`config.mk`:
```
export PLATFORM = sky130hd
export DESIGN_NAME = xpu_vpu_pc_tn_vlsu_index_vm_ctrl
export DESIGN_NICKNAME = d
export VERILOG_FILES = /design/src/rtl/xpu_vpu_pc_tn_vlsu_pkg.sv /design/src/rtl/xpu_vpu_pc_tn_vlsu_index_vm_entry.sv /design/src/rtl/xpu_vpu_pc_tn_vlsu_index_vm_ctrl.sv
export SDC_FILE = /design/constraint.sdc
export NUM_CORES = 1
export LEC_CHECK = 0
export BUFFER_PORTS_ARGS = -buffer_cell sky130_fd_sc_hd__clkbuf_2
export CELL_PAD_IN_SITES_DETAIL_PLACEMENT = 1
export CELL_PAD_IN_SITES_GLOBAL_PLACEMENT = 2
export CORE_AREA = 10 10 218 323
export CTS_CLUSTER_DIAMETER = 120
export DETAILED_ROUTE_END_ITERATION = 6
export DIE_AREA = 0 0 228 333
export PLACE_DENSITY = 0.6
export REMOVE_ABC_BUFFERS = 1
export SLEW_MARGIN = 20
export SYNTH_ARGS = -nofsm -noshare
export SYNTH_HDL_FRONTEND = slang
export SYNTH_SLANG_ARGS = --single-unit
```
`constraint.sdc`:
```
create_clock -name vv_icq_ctrl_clk -period 7 [get_ports vv_icq_ctrl_clk]
set_input_delay 0.35 -clock vv_icq_ctrl_clk [delete_from_list [all_inputs] [get_ports vv_icq_ctrl_clk]]
set_output_delay 0.35 -clock vv_icq_ctrl_clk [all_outputs]
set_load 0.005 [all_outputs]
```
`src/rtl/xpu_vpu_pc_tn_vlsu_pkg.sv`:
```
// Shared sizing and payload types for the VLSU index/vmask queue (ICQ).
package xpu_vpu_pc_tn_vlsu_pkg;

    localparam int ICQ_ENTRY_NUM           = 8;
    localparam int ICQ_PTR_W               = $clog2(ICQ_ENTRY_NUM) + 1;
    localparam int XPU_VPU_PC_TN_IDX_WIDTH = 64;

    typedef struct packed {
        logic [XPU_VPU_PC_TN_IDX_WIDTH-1:0] idx_offset;
        logic                               vmask;
    } icq_payload_t;

endpackage

```
`src/rtl/xpu_vpu_pc_tn_vlsu_index_vm_entry.sv`:
```
// One ICQ slot: a valid bit set on create and cleared on release or flush,
// plus an unreset payload captured on create.
module xpu_vpu_pc_tn_vlsu_index_vm_entry
    import xpu_vpu_pc_tn_vlsu_pkg::*;
(
    input  logic         clk,
    input  logic         cpurst_b,
    input  logic         flush,
    input  logic         crt_vld,
    input  logic         rls_vld,
    input  icq_payload_t crt_data,
    output logic         entry_vld,
    output icq_payload_t entry_data
);

    logic         r_vld;
    icq_payload_t r_data;
    logic         w_clk_en;

    // Enable of the slot's clock-gate cell: the slot only toggles on its own events.
    assign w_clk_en = crt_vld | rls_vld | flush;

    // NOTE: sequential state uses non-blocking assignments so every flop samples
    // pre-edge values, independent of process evaluation order.
    always_ff @(posedge clk or negedge cpurst_b) begin
        if (!cpurst_b) begin
            r_vld <= 1'b0;
        end else if (w_clk_en) begin
            if (flush) begin
                r_vld <= 1'b0;
            end else if (crt_vld) begin
                r_vld <= 1'b1;
            end else begin
                r_vld <= 1'b0;
            end
        end
    end

    // NOTE: payload storage is deliberately not reset; the valid bit alone
    // qualifies it, and leaving it unreset keeps the reset tree off the datapath.
    always_ff @(posedge clk) begin
        if (crt_vld) begin
            r_data <= crt_data;
        end
    end

    assign entry_vld  = r_vld;
    assign entry_data = r_data;

endmodule

```
`src/rtl/xpu_vpu_pc_tn_vlsu_index_vm_ctrl.sv`:
```
// In-order allocate/release controller for the VLSU index/vmask queue:
// tail pointer allocates on push, head pointer releases on pop, flush empties it.
module xpu_vpu_pc_tn_vlsu_index_vm_ctrl
    import xpu_vpu_pc_tn_vlsu_pkg::*;
#(
    parameter int ENTRY_NUM = ICQ_ENTRY_NUM,
    parameter int PTR_W     = $clog2(ENTRY_NUM) + 1
) (
    input  logic                               vv_icq_ctrl_clk,
    input  logic                               cpurst_b,
    input  logic                               giu_xx_async_flush,
    input  logic                               icq_push_vld,
    output logic                               icq_push_rdy,
    input  logic [XPU_VPU_PC_TN_IDX_WIDTH-1:0] icq_push_idx_offset,
    input  logic                               icq_push_vmask,
    output logic                               icq_pop_vld,
    input  logic                               icq_pop_rdy,
    output logic [XPU_VPU_PC_TN_IDX_WIDTH-1:0] icq_pop_idx_offset,
    output logic                               icq_pop_vmask,
    output logic [PTR_W-1:0]                   icq_entry_cnt,
    output logic                               icq_empty
);

    localparam int IDX_W = PTR_W - 1;

    logic [PTR_W-1:0]     r_head_ptr;
    logic [PTR_W-1:0]     r_tail_ptr;
    logic [IDX_W-1:0]     w_head_idx;
    logic [IDX_W-1:0]     w_tail_idx;
    logic                 w_full;
    logic                 w_push;
    logic                 w_pop;
    logic [ENTRY_NUM-1:0] w_crt_vld;
    logic [ENTRY_NUM-1:0] w_rls_vld;
    logic [ENTRY_NUM-1:0] w_head_dec;
    logic [ENTRY_NUM-1:0] w_entry_vld;
    icq_payload_t         w_entry_data [ENTRY_NUM];
    icq_payload_t         w_push_data;
    icq_payload_t         w_pop_data;

    assign w_head_idx = r_head_ptr[IDX_W-1:0];
    assign w_tail_idx = r_tail_ptr[IDX_W-1:0];

    assign w_full = (w_head_idx == w_tail_idx) && (r_head_ptr[PTR_W-1] != r_tail_ptr[PTR_W-1]);

    // Ready depends only on state: a same-cycle pop never opens a slot for the push.
    assign icq_push_rdy  = ~w_full;
    assign icq_entry_cnt = r_tail_ptr - r_head_ptr;
    assign icq_empty     = (r_head_ptr == r_tail_ptr);

    assign w_push = icq_push_vld & icq_push_rdy & ~giu_xx_async_flush;
    assign w_pop  = icq_pop_vld & icq_pop_rdy & ~giu_xx_async_flush;

    assign w_push_data.idx_offset = icq_push_idx_offset;
    assign w_push_data.vmask      = icq_push_vmask;

    always_ff @(posedge vv_icq_ctrl_clk or negedge cpurst_b) begin
        if (!cpurst_b) begin
            r_head_ptr <= '0;
            r_tail_ptr <= '0;
        end else if (giu_xx_async_flush) begin
            r_head_ptr <= '0;
            r_tail_ptr <= '0;
        end else begin
            if (w_push) begin
                r_tail_ptr <= r_tail_ptr + 1'b1;
            end
            if (w_pop) begin
                r_head_ptr <= r_head_ptr + 1'b1;
            end
        end
    end

    always_comb begin
        w_crt_vld  = '0;
        w_rls_vld  = '0;
        w_head_dec = '0;
        for (int i = 0; i < ENTRY_NUM; i++) begin
            w_head_dec[i] = (w_head_idx == IDX_W'(i));
            w_crt_vld[i]  = w_push && (w_tail_idx == IDX_W'(i));
            w_rls_vld[i]  = w_pop && w_head_dec[i];
        end
    end

    for (genvar g = 0; g < ENTRY_NUM; g++) begin : g_entry
        xpu_vpu_pc_tn_vlsu_index_vm_entry u_entry (
            .clk        (vv_icq_ctrl_clk),
            .cpurst_b   (cpurst_b),
            .flush      (giu_xx_async_flush),
            .crt_vld    (w_crt_vld[g]),
            .rls_vld    (w_rls_vld[g]),
            .crt_data   (w_push_data),
            .entry_vld  (w_entry_vld[g]),
            .entry_data (w_entry_data[g])
        );
    end

    // One-hot AND-OR select of the head slot; no push bypass.
    always_comb begin
        w_pop_data  = '0;
        icq_pop_vld = 1'b0;
        for (int i = 0; i < ENTRY_NUM; i++) begin
            w_pop_data  = w_pop_data | ({$bits(icq_payload_t){w_head_dec[i]}} & w_entry_data[i]);
            icq_pop_vld = icq_pop_vld | (w_head_dec[i] & w_entry_vld[i]);
        end
    end

    assign icq_pop_idx_offset = w_pop_data.idx_offset;
    assign icq_pop_vmask      = w_pop_data.vmask;

    a_vld_matches_cnt : assert property (
        @(posedge vv_icq_ctrl_clk) disable iff (!cpurst_b)
        !giu_xx_async_flush |-> ($countones(w_entry_vld) == int'(icq_entry_cnt))
    );

endmodule
```
Yosys cells after proc, flatten, opt, wreduce, memory -nomap -nowiden
Cells that the tools add are included.
{ "totals": {"ff_bits": 536, "in_bits": 70, "elab_cells": 139} }
{ "op_classes": {"addsub": 3, "eq_ne": 17, "mux": 20, "bitwise_logic": 52, "n_reduce_logical": 21} }
{ "op_table": {"columns": ["cell", "count"], "rows": [
  ["$and 65x65->65", 8],
  ["$or 65x65->65", 7],
  ["$eq 3x3->1 const B", 8],
  ["$or 1x1->1", 23],
  ["$logic_and 1x1->1", 17],
  ["$mux 1", 16],
  ["$mux 4", 4],
  ["$and 1x1->1", 12],
  ["$eq 3x2->1 const B", 4],
  ["$add 4x1->4 const B", 2],
  ["$eq 3x1->1 const B", 2],
  ["$logic_not 3->1", 2],
  ["$eq 4x4->1", 1],
  ["$reduce_bool 2->1", 2],
  ["$sub 4x4->4", 1],
  ["$eq 3x3->1", 1],
  ["$not 1->1", 2],
  ["$ne 1x1->1", 1]
]} }

Longest topological paths before layout
{ "logic_depth": {"depth_word": 14, "ltp_mapped": 11, "depth_no_buf": 8} }

Modules after synthesis
Synthesis repeated with hierarchy kept, for this count alone.
{ "hier_totals": {"hier_cells": 990, "hier_area_um2": 19910.3} }
{ "by_module_without_submodules": {"columns": ["module", "instances", "cells_each", "area_per_inst_um2"], "rows": [
  ["xpu_vpu_pc_tn_vlsu_index_vm_entry", 8, 69, 1995.7],
  ["xpu_vpu_pc_tn_vlsu_index_vm_ctrl", 1, 438, 3945.0]
]} }

Worst setup path after synthesis
No wires, ideal clock.
{ "synth_path": {"kind": "register -> register", "startpoint": "reg r_head_ptr[2]", "endpoint": "reg g_entry[0].u_entry.r_data, in the netlist g_entry[0].u_entry.entry_data[0], enable pin", "setup_ns": 0.545, "arrival_ns": 5.800, "slack_ns": 0.655, "path_stages_with_launch": 8, "path_buffers": 3, "synth_period_minus_slack_ns": 6.345, "cell_sequence": "dfrtp_1 > buf_2 > buf_2 > clkinv_1 > ha_1 > and3_1 > clkbuf_1 > a2111oi_2"} }
{ "synth_via": {"elab_chain_len": 6} }
{ "synth_rtl": {"columns": ["item", "line", "source"], "rows": [
  ["start, declared", "xpu_vpu_pc_tn_vlsu_index_vm_ctrl.sv:26", "logic [PTR_W-1:0] r_head_ptr;"],
  ["start signal, assigned", "xpu_vpu_pc_tn_vlsu_index_vm_ctrl.sv:69", "r_head_ptr <= r_head_ptr + 1'b1;"],
  ["$eq 3x3->1", "xpu_vpu_pc_tn_vlsu_index_vm_ctrl.sv:44", "assign w_full = (w_head_idx == w_tail_idx) && (r_head_ptr[PTR_W-1] != r_tail_ptr[PTR_W-1]);"],
  ["$logic_and 1x1->1", "xpu_vpu_pc_tn_vlsu_index_vm_ctrl.sv:44", null],
  ["$not 1->1", "xpu_vpu_pc_tn_vlsu_index_vm_ctrl.sv:47", "assign icq_push_rdy = ~w_full;"],
  ["$and 1x1->1 (2 in series)", "xpu_vpu_pc_tn_vlsu_index_vm_ctrl.sv:51", "assign w_push = icq_push_vld & icq_push_rdy & ~giu_xx_async_flush;"],
  ["$logic_and 1x1->1", "xpu_vpu_pc_tn_vlsu_index_vm_ctrl.sv:80", "w_crt_vld[i] = w_push && (w_tail_idx == IDX_W'(i));"],
  ["named net g_entry[0].u_entry.crt_vld", "xpu_vpu_pc_tn_vlsu_index_vm_entry.sv:9", "input logic crt_vld,"],
  ["end signal, assigned", "xpu_vpu_pc_tn_vlsu_index_vm_entry.sv:43", "r_data <= crt_data;"],
  ["end, declared", "xpu_vpu_pc_tn_vlsu_index_vm_entry.sv:17", "icq_payload_t r_data;"]
]} }
The timed path passes the listed nets, and every way through them passes these cells.
A chain may end at the register's enable or synchronous reset.

Final worst setup path
{ "layout_path": {"startpoint": "reg r_head_ptr[2]", "endpoint": "out icq_pop_idx_offset[24]"} }
{ "layout_via": {"elab_chain_len": 9, "word_cells_on_any_way": 23} }
{ "layout_rtl": {"columns": ["item", "line", "source"], "rows": [
  ["$eq 3x1->1 or $logic_not 3->1 (tied branches)", "xpu_vpu_pc_tn_vlsu_index_vm_ctrl.sv:79", "w_head_dec[i] = (w_head_idx == IDX_W'(i));"],
  ["$and 65x65->65", "xpu_vpu_pc_tn_vlsu_index_vm_ctrl.sv:103", "w_pop_data = w_pop_data | ({$bits(icq_payload_t){w_head_dec[i]}} & w_entry_data[i]);"],
  ["$or 65x65->65 (6 in series)", "xpu_vpu_pc_tn_vlsu_index_vm_ctrl.sv:103", null],
  ["$or 65x65->65 (*)", "xpu_vpu_pc_tn_vlsu_index_vm_ctrl.sv:103", null],
  ["end, declared", "xpu_vpu_pc_tn_vlsu_index_vm_ctrl.sv:18", "output logic [XPU_VPU_PC_TN_IDX_WIDTH-1:0] icq_pop_idx_offset,"]
]} }
Mark *: on every way between the ends. The rest lies on a longest branch, timed or not.

==> summary.md <==
| Metric | Value |
|---|---|
| CP Capture Type | output pin |
| Seq/Total Area, Yosys | around 78% |
| Leak | around 7.8 nW |
| Synth area leader | edfxtp_1 |
| Slew HR | about a third |
| CP arrival | a little over 4 ns |
| Port buffer count | about 140 |
| RSZ-0062 raised after global routing | false |
| Post-route insts no fill | around 2,200 |
| Pin count of the biggest net entering global routing | 68 |
| DRT iter0 DRCs | just under 800 |
| Root Buffer | clkbuf_16 |
| Skew-Pair Late Insertion Delay | 0.58 ns |
| Maximum fanout along the worst path | 63 |
| Class of the worst hold path | in -> reg |
| Die area | around 0.076 mm2 |
| Max-cap violation count | 0 |
| Share of cells above drive strength 1 | between 30% and 40% |
| Area contributors post-synth | edfxtp_1 76%, mux2_2 8.5%, a222oi_1 3.2%, a22oi_1 2.6%, dfrtp_1 2.0% |
| Die height | between 300 and 400 um |
| Crit path cell chain | buf_4 > buf_4 > nor2b_1 > buf_4 > a222oi_1 > o2111ai_1 > clkbuf_2 |
| Worst-path clk slew | ~0.060 ns |
| Diode count | 0 |
| Most frequent cells in the layout | 520 x edfxtp_1, 155 x mux2_2, 141 x clkbuf_2 |
| Min-delay src | icq_push_idx_offset[35] |
| Min Tclk post-route | 4.393 ns |
| Die width | roughly 230 um |
| Post-Syn Area | between 0.02 and 0.025 mm2 |
| Share of the synthesized area in the top cell type | approximately 76% |
| Ys flop type | edfxtp_1 |
| Antenna violations before repair | 6 |
| Total power | around 6.5 mW |
| Peak supply drop | 0.1661 mV |
| CP max stage delay | between 0.8 and 0.9 ns |
| Area Overhead vs Synth | 16.08% |
| Setup Crit Path Kind | reg -> out |
| CP max-delay cell | buf_4 |
| Final Hold Slack | ~0.044 ns |
| Gr usage total | between 10% and 20% |
| DP Cell Count | 2,071 |
| Worst Hold End | g_entry[4].u_entry.entry_data[36]$_DFFE_PP_ |
| DRT Pass-1 Iters | 7 |
| Hpwl dp | roughly 30,000 um |
| Total core area | between 0.06 and 0.07 mm2 |
| Most common cell after layout, fill and taps aside | edfxtp_1 |
| CTS tree | done |
| Fillers | 6,406 |
| # setup viols final | 0 |
| GRT overflow | 0 |
| Hold Vio Cnt, Final | 0 |
| Cells after synthesis | ~1,100 |
| RR Startpoint | r_head_ptr[2]$_DFFE_PN0P_ |
| Mean post-synth cell area | around 19 um2 |
| I/O pin total | roughly 140 |
| Worst r2r dst | g_entry[4].u_entry.entry_data[34]$_DFFE_PP_ |
| Htree depth | 2 |
| Ys async rst share | between 2 and 3% |
| Yosys cell types | between 40 and 50 |
| Setup Fix Bufs, Post-CTS | 0 |
| Max Fclk | around 230 MHz |
| Max-slew violations | 0 |
| Starting density of the core | 31.84% |
| Fin Setup TNS | 0 ns |
| Post-CTS sizing | 0 |
| Synth warn | 0 |
| Status | completed |
| Crit share post-route | 62.76% |
| Via count | between 10,000 and 15,000 |
| Worst r2r path cells | 8 |
| Vias per std cell | about 5.0 |
| DRT Wirelength | around 53,000 um |
| PwrDens | around 270 mW/mm2 |
| DRC Markers | 0 |
| Kind of start point of the critical path | register |
| Vias in the first global route | roughly 12,000 |
| Placer congestion estimate | ~0.72 |
| Num CTS Buffers | 50 |
| Seq cells post-synth | around 540 |
| Clk buf depth | 3 |
| Number of synthesized flops with an enable pin | 520 |
| First-pass GRT wire length | ~79,000 um |
| Worst R2R Setup Slack | between 3 and 4 ns |
| Count of hold-fix buffers inserted at cts | 1 |
| CP required | between 6 and 7 ns |
| Antenna viol nets, final | 0 |
| Slew @ Worst Pin | around 1 ns |
| Nets | ~1,300 |
| Crit-path most repeated cell | buf_4 |
| Clock tree sinks | ~540 |
| Fin Clk Skew | about 0.010 ns |
| Wire per inst | around 25 um |
| FP Rows | between 100 and 150 |
| Hold depth | 1 |
[how the worst max path moves through the flow]
stage	from	endpoint	cells after the start	slack (ns)
floorplan	r_head_ptr[2]$_DFFE_PN0P_	g_entry[0].u_entry.entry_data[0]$_DFFE_PP_	4	-3.80
global placement	r_head_ptr[2]$_DFFE_PN0P_	icq_pop_idx_offset[20]	7	3.15
detailed placement	r_head_ptr[2]$_DFFE_PN0P_	icq_pop_idx_offset[24]	7	3.15
CTS	r_head_ptr[2]$_DFFE_PN0P_	icq_pop_idx_offset[24]	7	2.51
global route	r_head_ptr[2]$_DFFE_PN0P_	icq_pop_idx_offset[24]	7	2.29
finish	r_head_ptr[2]$_DFFE_PN0P_	icq_pop_idx_offset[24]	7	2.61
[through the flow]
stage,util (%),setup WS [ns],instance area [um2]
3_5_place_dp,34.64,3.147,22280
3_3_place_gp,34.64,3.151,22280
2_1_floorplan,-,-3.799,20210
5_1_grt,36.96,2.294,23780
4_1_cts,36.93,2.511,23760
6_report,36.96,2.607,23780
[layer usage]
metal / up-vias / track usage (%) / wire, um
li1: 4797 / - / -
met1: 5697 / 16.53 / 22070
met2: 242 / 24.54 / 27640
met3: 71 / 2.514 / 2518
met4: 10 / 3.638 / 1013
met5: - / 0 / 69
[Yosys cell counts (2+ instances only)]
master / number
and3_1: 3
nor2b_1: 6
and2_1: 2
dfrtp_1: 16
a21oi_1: 8
nor2_1: 22
a21oi_2: 2
a31oi_1: 10
a211oi_1: 3
a32oi_1: 4
mux2_2: 155
nand2b_1: 3
ha_1: 15
xnor2_1: 3
edfxtp_1: 520
inv_1: 16
o32ai_1: 2
a22o_1: 2
nand3_1: 9
a31o_1: 2
mux2_4: 2
nand2_1: 74
mux2i_1: 2
nand4_1: 3
buf_2: 19
a222oi_1: 65
o2111ai_1: 7
a22oi_1: 71
clkbuf_1: 39
a211o_1: 2
buf_1: 5
[cell families (layout without fill, tap and decap cells)]
family / Yosys count / count (layout) / share of synthesized area, %
AOI/OAI and AO/OA: 182 / 182 / 7.574
xor gates and xnor gates: 5 / 5 / 0.2505
adders and majority gates: 16 / 16 / 1.014
buffers and inverters: 82 / 271 / 1.655
DFF: 536 / 536 / 78.19
muxes: 160 / 160 / 8.820
and+or+nand+nor: 122 / 122 / 2.498
[flip-flops by register name, indices dropped and copies added, names as in the netlist]
signal / flops
g_entry.u_entry.entry_data: 520
g_entry.u_entry.entry_vld: 8
r_head_ptr: 4
r_tail_ptr: 4
[report_power, final]
| group | internal (mW) | switching (mW) |
|---|---|---|
| registers | 3.58 | 0.0164 |
| clock network | 1.37 | 1.14 |
| logic | 0.145 | 0.278 |
| total | 5.09 | 1.43 |
[worst max-delay path, delay by kind of cell, from the launching register on]
family                 cells  cell delay [ns]
AOI/OAI and AO/OA          2             0.55
buffers and inverters      4             2.02
DFF                        1             0.44
and+or+nand+nor            1             0.37
[layout make-up]
class	count	area (um2)	share of cell area, %
clock inverter	24	135.1	0.5683
clock buffer	65	1329	5.589
multi-input combinational	485	4239	17.83
timing repair buffer	164	893.4	3.757
inverter	18	72.57	0.3052
sequential	536	16020	67.37
tap	870	1089	4.578
(Power assumes the default switching activity.)
